File: config.mk
export PLATFORM = sky130hd
export DESIGN_NAME = mem_arbiter
export DESIGN_NICKNAME = d
export VERILOG_FILES = /design/src/rtl/mem_arbiter.sv
export SDC_FILE = /design/constraint.sdc
export NUM_CORES = 1
export LEC_CHECK = 0
export ABC_AREA = 1
export BUFFER_PORTS_ARGS = -buffer_cell sky130_fd_sc_hd__buf_2
export CAP_MARGIN = 0
export CORE_AREA = 2 2 107 109
export DETAILED_ROUTE_END_ITERATION = 7
export DIE_AREA = 0 0 109 111
export PLACE_DENSITY = 0.72
export SYNTH_ARGS = -nofsm -noshare
export SYNTH_HDL_FRONTEND = slang
export SYNTH_SLANG_ARGS = --single-unit
File: constraint.sdc
create_clock -name clk -period 3.1 [get_ports clk]
set_clock_uncertainty 0.2 [all_clocks]
set_input_delay 0.62 -clock clk [delete_from_list [all_inputs] [get_ports clk]]
set_output_delay 0.62 -clock clk [all_outputs]
set_load 0.05 [all_outputs]
File: src/rtl/mem_arbiter.sv
// Two-port (fetch / load-store) arbiter in front of a single-port synchronous RAM.
// Define ARB_RR_EN for round-robin arbitration; the default is fixed data-first priority.
module mem_arbiter #(
  parameter int ADDR_W = 32,
  parameter int DATA_W = 32
) (
  input  logic                  clk,
  input  logic                  rst,
  input  logic                  inst_req_i,
  input  logic [ADDR_W-1:0]     inst_addr_i,
  output logic                  inst_ack_o,
  output logic [DATA_W-1:0]     inst_rdata_o,
  input  logic                  data_req_i,
  input  logic                  data_we_i,
  input  logic [ADDR_W-1:0]     data_addr_i,
  input  logic [DATA_W-1:0]     data_wdata_i,
  input  logic [DATA_W/8-1:0]   data_sel_i,
  output logic                  data_ack_o,
  output logic [DATA_W-1:0]     data_rdata_o,
  output logic                  ram_ce_o,
  output logic                  ram_we_o,
  output logic [ADDR_W-1:0]     ram_addr_o,
  output logic [DATA_W-1:0]     ram_wdata_o,
  output logic [DATA_W/8-1:0]   ram_sel_o,
  input  logic [DATA_W-1:0]     ram_rdata_i,
  output logic                  stall_o
);

  typedef enum logic [2:0] {IDLE, CMD_I, CMD_D, RESP_I, RESP_D} state_t;

  state_t state, state_nxt;
  logic   elig_i, elig_d;
  logic   grant_i, grant_d;

`ifdef ARB_RR_EN
  logic last_d;

  // 1 means the data port won the most recent grant
  always_ff @(posedge clk) begin
    if (!rst) begin
      last_d <= 1'b0;
    end else if (grant_d) begin
      last_d <= 1'b1;
    end else if (grant_i) begin
      last_d <= 1'b0;
    end
  end
`endif

  // The port being acked this cycle sits out one arbitration round
  always_comb begin
    elig_i  = inst_req_i && (state != RESP_I);
    elig_d  = data_req_i && (state != RESP_D);
    grant_i = 1'b0;
    grant_d = 1'b0;
    if (state == IDLE || state == RESP_I || state == RESP_D) begin
`ifdef ARB_RR_EN
      if (elig_i && elig_d) begin
        grant_d = !last_d;
        grant_i = last_d;
      end else begin
        grant_d = elig_d;
        grant_i = elig_i;
      end
`else
      grant_d = elig_d;
      grant_i = elig_i && !elig_d;
`endif
    end
  end

  always_comb begin
    state_nxt = state;
    case (state)
      IDLE, RESP_I, RESP_D: begin
        if (grant_d) begin
          state_nxt = CMD_D;
        end else if (grant_i) begin
          state_nxt = CMD_I;
        end else begin
          state_nxt = IDLE;
        end
      end
      CMD_I:   state_nxt = RESP_I;
      CMD_D:   state_nxt = RESP_D;
      default: state_nxt = IDLE;
    endcase
  end

  // RAM command is captured on the grant edge and strobed for exactly one cycle
  always_ff @(posedge clk) begin
    if (!rst) begin
      state       <= IDLE;
      ram_ce_o    <= 1'b0;
      ram_we_o    <= 1'b0;
      ram_addr_o  <= '0;
      ram_wdata_o <= '0;
      ram_sel_o   <= '0;
    end else begin
      state <= state_nxt;
      if (grant_d) begin
        ram_ce_o    <= 1'b1;
        ram_we_o    <= data_we_i;
        ram_addr_o  <= data_addr_i;
        ram_wdata_o <= data_wdata_i;
        ram_sel_o   <= data_sel_i;
      end else if (grant_i) begin
        ram_ce_o    <= 1'b1;
        ram_we_o    <= 1'b0;
        ram_addr_o  <= inst_addr_i;
        ram_wdata_o <= '0;
        ram_sel_o   <= '1;
      end else begin
        ram_ce_o    <= 1'b0;
        ram_we_o    <= 1'b0;
      end
    end
  end

  assign inst_ack_o   = (state == RESP_I);
  assign data_ack_o   = (state == RESP_D);
  assign inst_rdata_o = inst_ack_o ? ram_rdata_i : '0;
  assign data_rdata_o = data_ack_o ? ram_rdata_i : '0;
  assign stall_o      = (inst_req_i && !inst_ack_o) || (data_req_i && !data_ack_o);

endmodule

==> qor.txt, run 1 <==
POWER AND IR DROP
--------------------------------------------------------------------------------------
Leakage power figure                                                           3.51 nW
Sequential group share of total power                                            0.323
Combinational group share of total power                                         0.315
Design internal power                                                          2.19 mW
Clk network pwr share                                                            0.362
Total power draw                                                               3.42 mW
Sw frac                                                                          0.360
Max VDD drop                                                                  0.350 mV
Pwr Density                                                                 626 nW/um2
Switching pwr                                                                  1.23 mW

SYNTHESIS
--------------------------------------------------------------------------------------
Fraction of synthesized cell area taken by the top area cell type                0.396
Synthesized Nets                                                                   729
Async S/R FF share, synth                                                            0
Most common cell in the synthesized netlist                               sky130_fd_sc_hd__inv_1
Warnings, synthesis                                                                  0
Post-synth top area cell                                                  sky130_fd_sc_hd__dfxtp_1
Combined area of all synthesized cells                                        3690 um2
Most numerous cell types in the synthesized netlist                       136 x sky130_fd_sc_hd__inv_1, 130 x sky130_fd_sc_hd__nand2_1, 74 x sky130_fd_sc_hd__nor2_1, 73 x sky130_fd_sc_hd__dfxtp_1, 36 x sky130_fd_sc_hd__o21ai_0
Number of distinct library cells after synthesis                                    19
Count of flip-flops with a built-in enable after synthesis                           0
Cell types with the largest area share after synthesis                    sky130_fd_sc_hd__dfxtp_1 40%, sky130_fd_sc_hd__inv_1 14%, sky130_fd_sc_hd__nand2_1 13%, sky130_fd_sc_hd__nor2_1 7.5%, sky130_fd_sc_hd__or2_2 5.4%
Number of flip-flops and latches in the synthesized netlist                         73
Mean area per synthesized cell                                                6.23 um2
Prevailing post-synth register cell                                       sky130_fd_sc_hd__dfxtp_1
Gate Count Post-Synth                                                              592
Share of the yosys chip area belonging to registers                              0.396

FLOORPLANNING
--------------------------------------------------------------------------------------
# rows                                                                              39
Core region area                                                             11100 um2
Total die area                                                               12100 um2
Vert. Die Dim                                                                   111 um
Die Span X                                                                      109 um
Effective utilization at floorplan                                               0.333
Boundary pin count                                                                 274

WORST HOLD PATH
--------------------------------------------------------------------------------------
Destination of the worst hold path                                            state[2]
Type of the most critical hold path                                       register to register
Hold path startpoint                                                          state[2]
Hold depth                                                                           1

TIMING
--------------------------------------------------------------------------------------
Worst slack on hold paths                                                       272 ps
Unrepaired setup endpoints after global routing                                  false
Final Max Tran Viols                                                                 0
Final period demand of the worst path                                          2800 ps
Maximum achievable frequency                                                   357 MHz
Setup ws final                                                                  301 ps
Post-Route Setup TNS                                                              0 ps
Actual slew at the worst max-slew pin                                           696 ps
Final period utilization                                                         0.903
Number of hold violations in the final report                                        0
Normalized max-slew margin                                                       0.535
Setup violations, final                                                              0

CTS
--------------------------------------------------------------------------------------
Clock-pin slew of the registers on the worst-case setup and hold paths           60 ps
Cts bufs inserted                                                                    9
Clock tree from TritonCTS                                                        built
CTS Root Buffer Type                                                      sky130_fd_sc_hd__clkbuf_16
Number of resized instances in the post-cts repair step                              0
Maximum buffer depth of the clock tree                                               2
Post-CTS setup repair buffer count                                                   0
Deepest level of the CTS H-tree                                                      3
Clock latency on the worst-skew pair                                            320 ps
Clock sink count                                                                    73
Hold_buf cts                                                                         0

SETUP PATH
--------------------------------------------------------------------------------------
Launching instance or port of the critical path                               state[0]
CP Buf/Inv Count                                                                     1
WS Path Type                                                              register to output pin
Worst r2r dst                                                             ram_addr_o[23]
Data arrival time of the critical path                                         1980 ps
Setup crit end kind                                                         output pin
Worst path slowest cell                                                   sky130_fd_sc_hd__nand3_2
Reg2Reg Depth                                                                        8
Start of the worst register-to-register path                                  state[0]
Minimum setup slack among reg-to-reg paths                                      630 ps
Startpoint kind of the worst setup timing path                                register
Max incr delay on CP                                                            550 ps
Crit. path cell count                                                                3
Required @ worst endpoint                                                      2280 ps
Worst Path Max Fanout                                                               36
Critical path, cell by cell                                               nand3_2 > nor2_1 > buf_2
CP delay by family, top                                                   simple AND/OR/NAND/NOR gates

CELLS AND AREA
--------------------------------------------------------------------------------------
Area added between synthesis and finish                                          48.2%
Total inserted antenna cells                                                         0
Post-layout nets                                                                   984
Fillers                                                                           1186
Fraction of final layout cells with drive strength greater than 1                0.389
Flip-flop and latch area                                                      1460 um2
Area of combinational cells with multiple inputs                              1550 um2

GLOBAL ROUTE
--------------------------------------------------------------------------------------
Via count of the first global-routing pass                                        3717
Sum of overflow across all layers after global routing                               0
Maximum number of pins on one net before global-route repair                        66
Busiest grt layer                                                                 met2
Fraction of met2 tracks used by global routing                                   0.283
Number of antenna violations at the first check in global routing                    0
First-pass GRT wire length                                                    16900 um
Global routing usage on met3                                                    0.0576
Total GRT Usage                                                                  0.171
GRT met1 Usage                                                                   0.212

DETAILED ROUTING
--------------------------------------------------------------------------------------
DR vias/cell                                                                      4.22
Final antenna-violating net count                                                    0
Overall routed net length                                                     10900 um
Via count                                                                         4193
WL/cell                                                                        11.0 um
Length of the first detailed-routing pass in iterations                              4
DRC violations left                                                                  0
Iteration-0 DRC count of the detailed router                                       153

PLACEMENT
--------------------------------------------------------------------------------------
Setup slack at placement                                                        648 ps
Weighted congestion reported at the end of routability-driven placement          0.794
HPWL reported at the end of detailed placement                                 8090 um
Input/output buffers                                                               273

RUN STATUS
--------------------------------------------------------------------------------------
Result of the run                                                         complete, no violations

JOB
--------------------------------------------------------------------------------------
Max-cap violation count                                                              0

## cell families (layout without fill, tap and decap cells)
logic type             Yosys count  count (layout)  synth area share
flip-flops                      73              73             0.396
buffers and inverters          170             429             0.185
AO/OA/AOI/OAI                   70              70            0.0950
AND/OR/NAND/NOR                279             279             0.324
## how the worst max path moves through the flow
stage | end | slack, ps
floorplan | data_rdata_o[22] | 840
global placement | ram_sel_o[1] | 650
detailed placement | ram_sel_o[1] | 650
CTS | inst_rdata_o[29] | 320
global route | inst_rdata_o[29] | 200
finish | inst_rdata_o[29] | 300
## sequential cells by signal (all words and copies together) (netlist names)
| register | cells |
|---|---|
| state | 3 |
| ram_wdata_o | 32 |
| ram_ce_o | 1 |
| ram_we_o | 1 |
| ram_sel_o | 4 |
| ram_addr_o | 32 |
## through the flow
step | cell area [um2] | utilization | cells
5_1_grt | 5470 | 0.494 | 994
3_3_place_gp | 5110 | 0.461 | 979
3_5_place_dp | 5110 | 0.461 | 979
6_report | 5470 | 0.494 | 994
4_1_cts | 5470 | 0.494 | 994
2_1_floorplan | 3690 | - | 592
## metal layers
layer  vias up  wire length, um
met1      1808             5000
li1       2236                -
met4         0               52
met2       145             4920
met5         -                0
met3         4              968
## layout by cell type, fill, tap and decap left out, drive strengths merged
cell type	n
buf	277
inv	137
nand2	135
nor2	75
dfxtp	73
o21ai	36
nand3	35
a21oi	34
or2	32
clkbuf	10
bufinv	4
nand4	1
nor4	1
clkinv	1
## power by group through the flow
| stage | clock (mW) | combinational, mW | sequential, mW |
|---|---|---|---|
| floorplan | 0 | 0.442 | 1.50 |
| global placement | 0 | 1.08 | 1.12 |
| detailed placement | 0 | 1.08 | 1.12 |
| CTS | 1.28 | 1.09 | 1.10 |
| global route | 1.32 | 1.17 | 1.12 |
| finish | 1.24 | 1.08 | 1.10 |
## area by class of cell
cell class,instances,share of cell area
multi-input cells,349,0.283
flip-flops and latches,73,0.267
clock buffers,10,0.0419
clock inverters,5,0.0236
inverters,137,0.0941
repair buffers,277,0.258
well taps,143,0.0327
Note: power is estimated with default switching activity, not from simulation.
==> inputs of run 2 (changes only) <==
--- a/config.mk
+++ b/config.mk
@@ -8,10 +8,10 @@
 export ABC_AREA = 1
 export BUFFER_PORTS_ARGS = -buffer_cell sky130_fd_sc_hd__buf_2
 export CAP_MARGIN = 0
-export CORE_AREA = 2 2 107 109
+export CORE_AREA = 5 5 104 106
 export DETAILED_ROUTE_END_ITERATION = 7
 export DIE_AREA = 0 0 109 111
-export PLACE_DENSITY = 0.72
+export PLACE_DENSITY = 0.79
 export SYNTH_ARGS = -nofsm -noshare
 export SYNTH_HDL_FRONTEND = slang
 export SYNTH_SLANG_ARGS = --single-unit
==> qor.txt, run 2 (synthesis results as in run 1) <==
CTS
--------------------------------------------------------------------------------------
Hold_buf cts                                                                         0   unchanged
Post-CTS setup repair buffer count                                                   0   unchanged
Clock sink count                                                                    73   unchanged
Clock latency on the worst-skew pair                                            330 ps   about the same
Cts bufs inserted                                                                    9   unchanged
Clock tree from TritonCTS                                                        built
Number of resized instances in the post-cts repair step                              0   unchanged
CTS Root Buffer Type                                                      sky130_fd_sc_hd__clkbuf_8
Clock-pin slew of the registers on the worst-case setup and hold paths           70 ps   about the same
Maximum buffer depth of the clock tree                                               2   unchanged
Deepest level of the CTS H-tree                                                      3   unchanged

TIMING
--------------------------------------------------------------------------------------
Final Max Tran Viols                                                                 0   unchanged
Number of hold violations in the final report                                        0   unchanged
Setup violations, final                                                              0   unchanged
Setup ws final                                                                  405 ps   +103 ps
Final period demand of the worst path                                          2700 ps   -103 ps
Normalized max-slew margin                                                       0.551   +0.0165
Unrepaired setup endpoints after global routing                                  false
Final period utilization                                                         0.869   -0.0333
Post-Route Setup TNS                                                              0 ps   unchanged
Actual slew at the worst max-slew pin                                           671 ps   -24.6 ps
Maximum achievable frequency                                                   371 MHz   +3.8%

CELLS AND AREA
--------------------------------------------------------------------------------------
Leading cell types in the layout, fill and taps excluded                  273 x sky130_fd_sc_hd__buf_2, 136 x sky130_fd_sc_hd__inv_1, 130 x sky130_fd_sc_hd__nand2_1
Total inserted antenna cells                                                         0   unchanged
Largest registers in the final layout                                     ram_addr_o: 32 flops, ram_wdata_o: 32 flops, ram_sel_o: 4 flops
Fraction of final layout cells with drive strength greater than 1                0.390   +0.000976
Post-layout nets                                                                   986   +0.20%
Area added between synthesis and finish                                          44.6%
Most frequent standard cell in the layout excluding fill and tap cells    sky130_fd_sc_hd__buf_2
Final non-filler cell total                                                        987   -0.70%

FLOORPLANNING
--------------------------------------------------------------------------------------
# rows                                                                              36   -7.7%
Vert. Die Dim                                                                   111 um   unchanged
Die Span X                                                                      109 um   unchanged
Total die area                                                               12100 um2   unchanged
Core region area                                                              9680 um2   -13%
Boundary pin count                                                                 274   unchanged
Effective utilization at floorplan                                               0.381   +0.0479

DETAILED ROUTING
--------------------------------------------------------------------------------------
WL/cell                                                                        12.2 um   +10%
Via count                                                                         4182   -0.26%
Length of the first detailed-routing pass in iterations                              5   +1
Overall routed net length                                                     12000 um   +9.7%
Final antenna-violating net count                                                    0   unchanged
Iteration-0 DRC count of the detailed router                                       200   +31%
DRC violations left                                                                  0   unchanged
DR vias/cell                                                                      4.24   +0.45%

SETUP PATH
--------------------------------------------------------------------------------------
Reg2Reg Depth                                                                        5   -3
Worst Path Max Fanout                                                               36   unchanged
CP Buf/Inv Count                                                                     1   unchanged
Critical path, cell by cell                                               nand3_2 > nor2_1 > buf_2
Crit. path cell count                                                                3   unchanged
Max incr delay on CP                                                            540 ps   about the same
Data arrival time of the critical path                                         1880 ps   -100 ps
Startpoint kind of the worst setup timing path                                register
Worst path slowest cell                                                   sky130_fd_sc_hd__nand3_2
Start of the worst register-to-register path                                  state[0]
Minimum setup slack among reg-to-reg paths                                      660 ps   +30 ps
Required @ worst endpoint                                                      2280 ps   about the same
Launching instance or port of the critical path                               state[0]
CP delay by family, top                                                   simple AND/OR/NAND/NOR gates
Worst r2r dst                                                             ram_sel_o[3]
WS Path Type                                                              register to output pin
Setup crit end kind                                                         output pin
Critical Path End                                                         inst_rdata_o[16]

PLACEMENT
--------------------------------------------------------------------------------------
Setup slack at placement                                                        636 ps   -11.4 ps
Input/output buffers                                                               273   unchanged
Number of placed instances, taps included                                          971   -0.82%
Weighted congestion reported at the end of routability-driven placement          0.798   +0.49%
HPWL reported at the end of detailed placement                                 9180 um   +14%

GLOBAL ROUTE
--------------------------------------------------------------------------------------
Global routing usage on met3                                                    0.0716   +0.0140
Sum of overflow across all layers after global routing                               0   unchanged
Fraction of met2 tracks used by global routing                                   0.312   +0.0284
Busiest grt layer                                                                 met2
Total GRT Usage                                                                  0.190   +0.0193
Via count of the first global-routing pass                                        3855   +3.7%
GRT met1 Usage                                                                   0.236   +0.0249
First-pass GRT wire length                                                    18800 um   +11%
Number of antenna violations at the first check in global routing                    0   unchanged
Maximum number of pins on one net before global-route repair                        38   -42%

POWER AND IR DROP
--------------------------------------------------------------------------------------
Max VDD drop                                                                  0.326 mV   -6.9%
Total power draw                                                               3.08 mW   -10%
Pwr Density                                                                 576 nW/um2   -7.9%
Leakage power figure                                                           3.46 nW   -1.4%

JOB
--------------------------------------------------------------------------------------
Max-cap violation count                                                              0   unchanged

RUN STATUS
--------------------------------------------------------------------------------------
Result of the run                                                         complete, no violations

WORST HOLD PATH
--------------------------------------------------------------------------------------
Hold depth                                                                           2   +1
Type of the most critical hold path                                       register to register

[run 2: cell count changes in the layout (fill, tap and decap cells not counted), sizes merged]
cell / before / now
bufinv: 4 / 3
clkbuf: 10 / 11
clkinv: 1 / 2
buf: 277 / 279
[run 2: worst min-delay path by stage]
stage / startpoint / to / slack (ps)
final: ram_sel_o[1] / ram_sel_o[1] / 280
after global placement: state[2] / state[2] / 250
after detailed placement: ram_sel_o[1] / ram_sel_o[1] / 270
after CTS: data_we_i / ram_we_o / 280
after floorplan: state[2] / state[2] / 240
after global routing: data_we_i / ram_we_o / 270
[run 2: power breakdown]
part | internal, mW | total, mW | switching (mW)
sequential | 1.05 | 1.10 | 0.0552
clock | 0.536 | 0.887 | 0.351
combinational | 0.276 | 1.08 | 0.807
total | 1.86 | 3.08 | 1.21
[run 2: through the flow]
step | instance area (um2) | utilization | hold slack (ps)
global placement | 5100 | 0.527 | 253
detailed placement | 5100 | 0.527 | 267
global route | 5340 | 0.551 | 272
finish | 5340 | 0.551 | 278
CTS | 5340 | 0.551 | 277
floorplan | 3690 | - | 241
[run 2: layout make-up]
cell class | count | area [um2]
Fill cell | 959 | 4350
Inverter | 137 | 514
Multi-Input combinational cell | 349 | 1550
Clock buffer | 11 | 131
Timing Repair Buffer | 279 | 1410
Clock inverter | 5 | 104
Sequential cell | 73 | 1460
Tap cell | 133 | 166
[run 2: metal layers]
metal / vias to the layer above / share of wire
li1: 2238 / -
met1: 1779 / 0.43
met2: 155 / 0.46
met3: 10 / 0.096
met4: 0 / 0.0083
met5: - / 0
[run 2: worst register-to-register path, cell delays in order, from the launching register on]
cell and delay [ps]:
sky130_fd_sc_hd__dfxtp_1 410, sky130_fd_sc_hd__nand3_2 540, sky130_fd_sc_hd__nand2_1 350, sky130_fd_sc_hd__nand2_2 440
sky130_fd_sc_hd__o21ai_0 330, sky130_fd_sc_hd__nor2_1 60
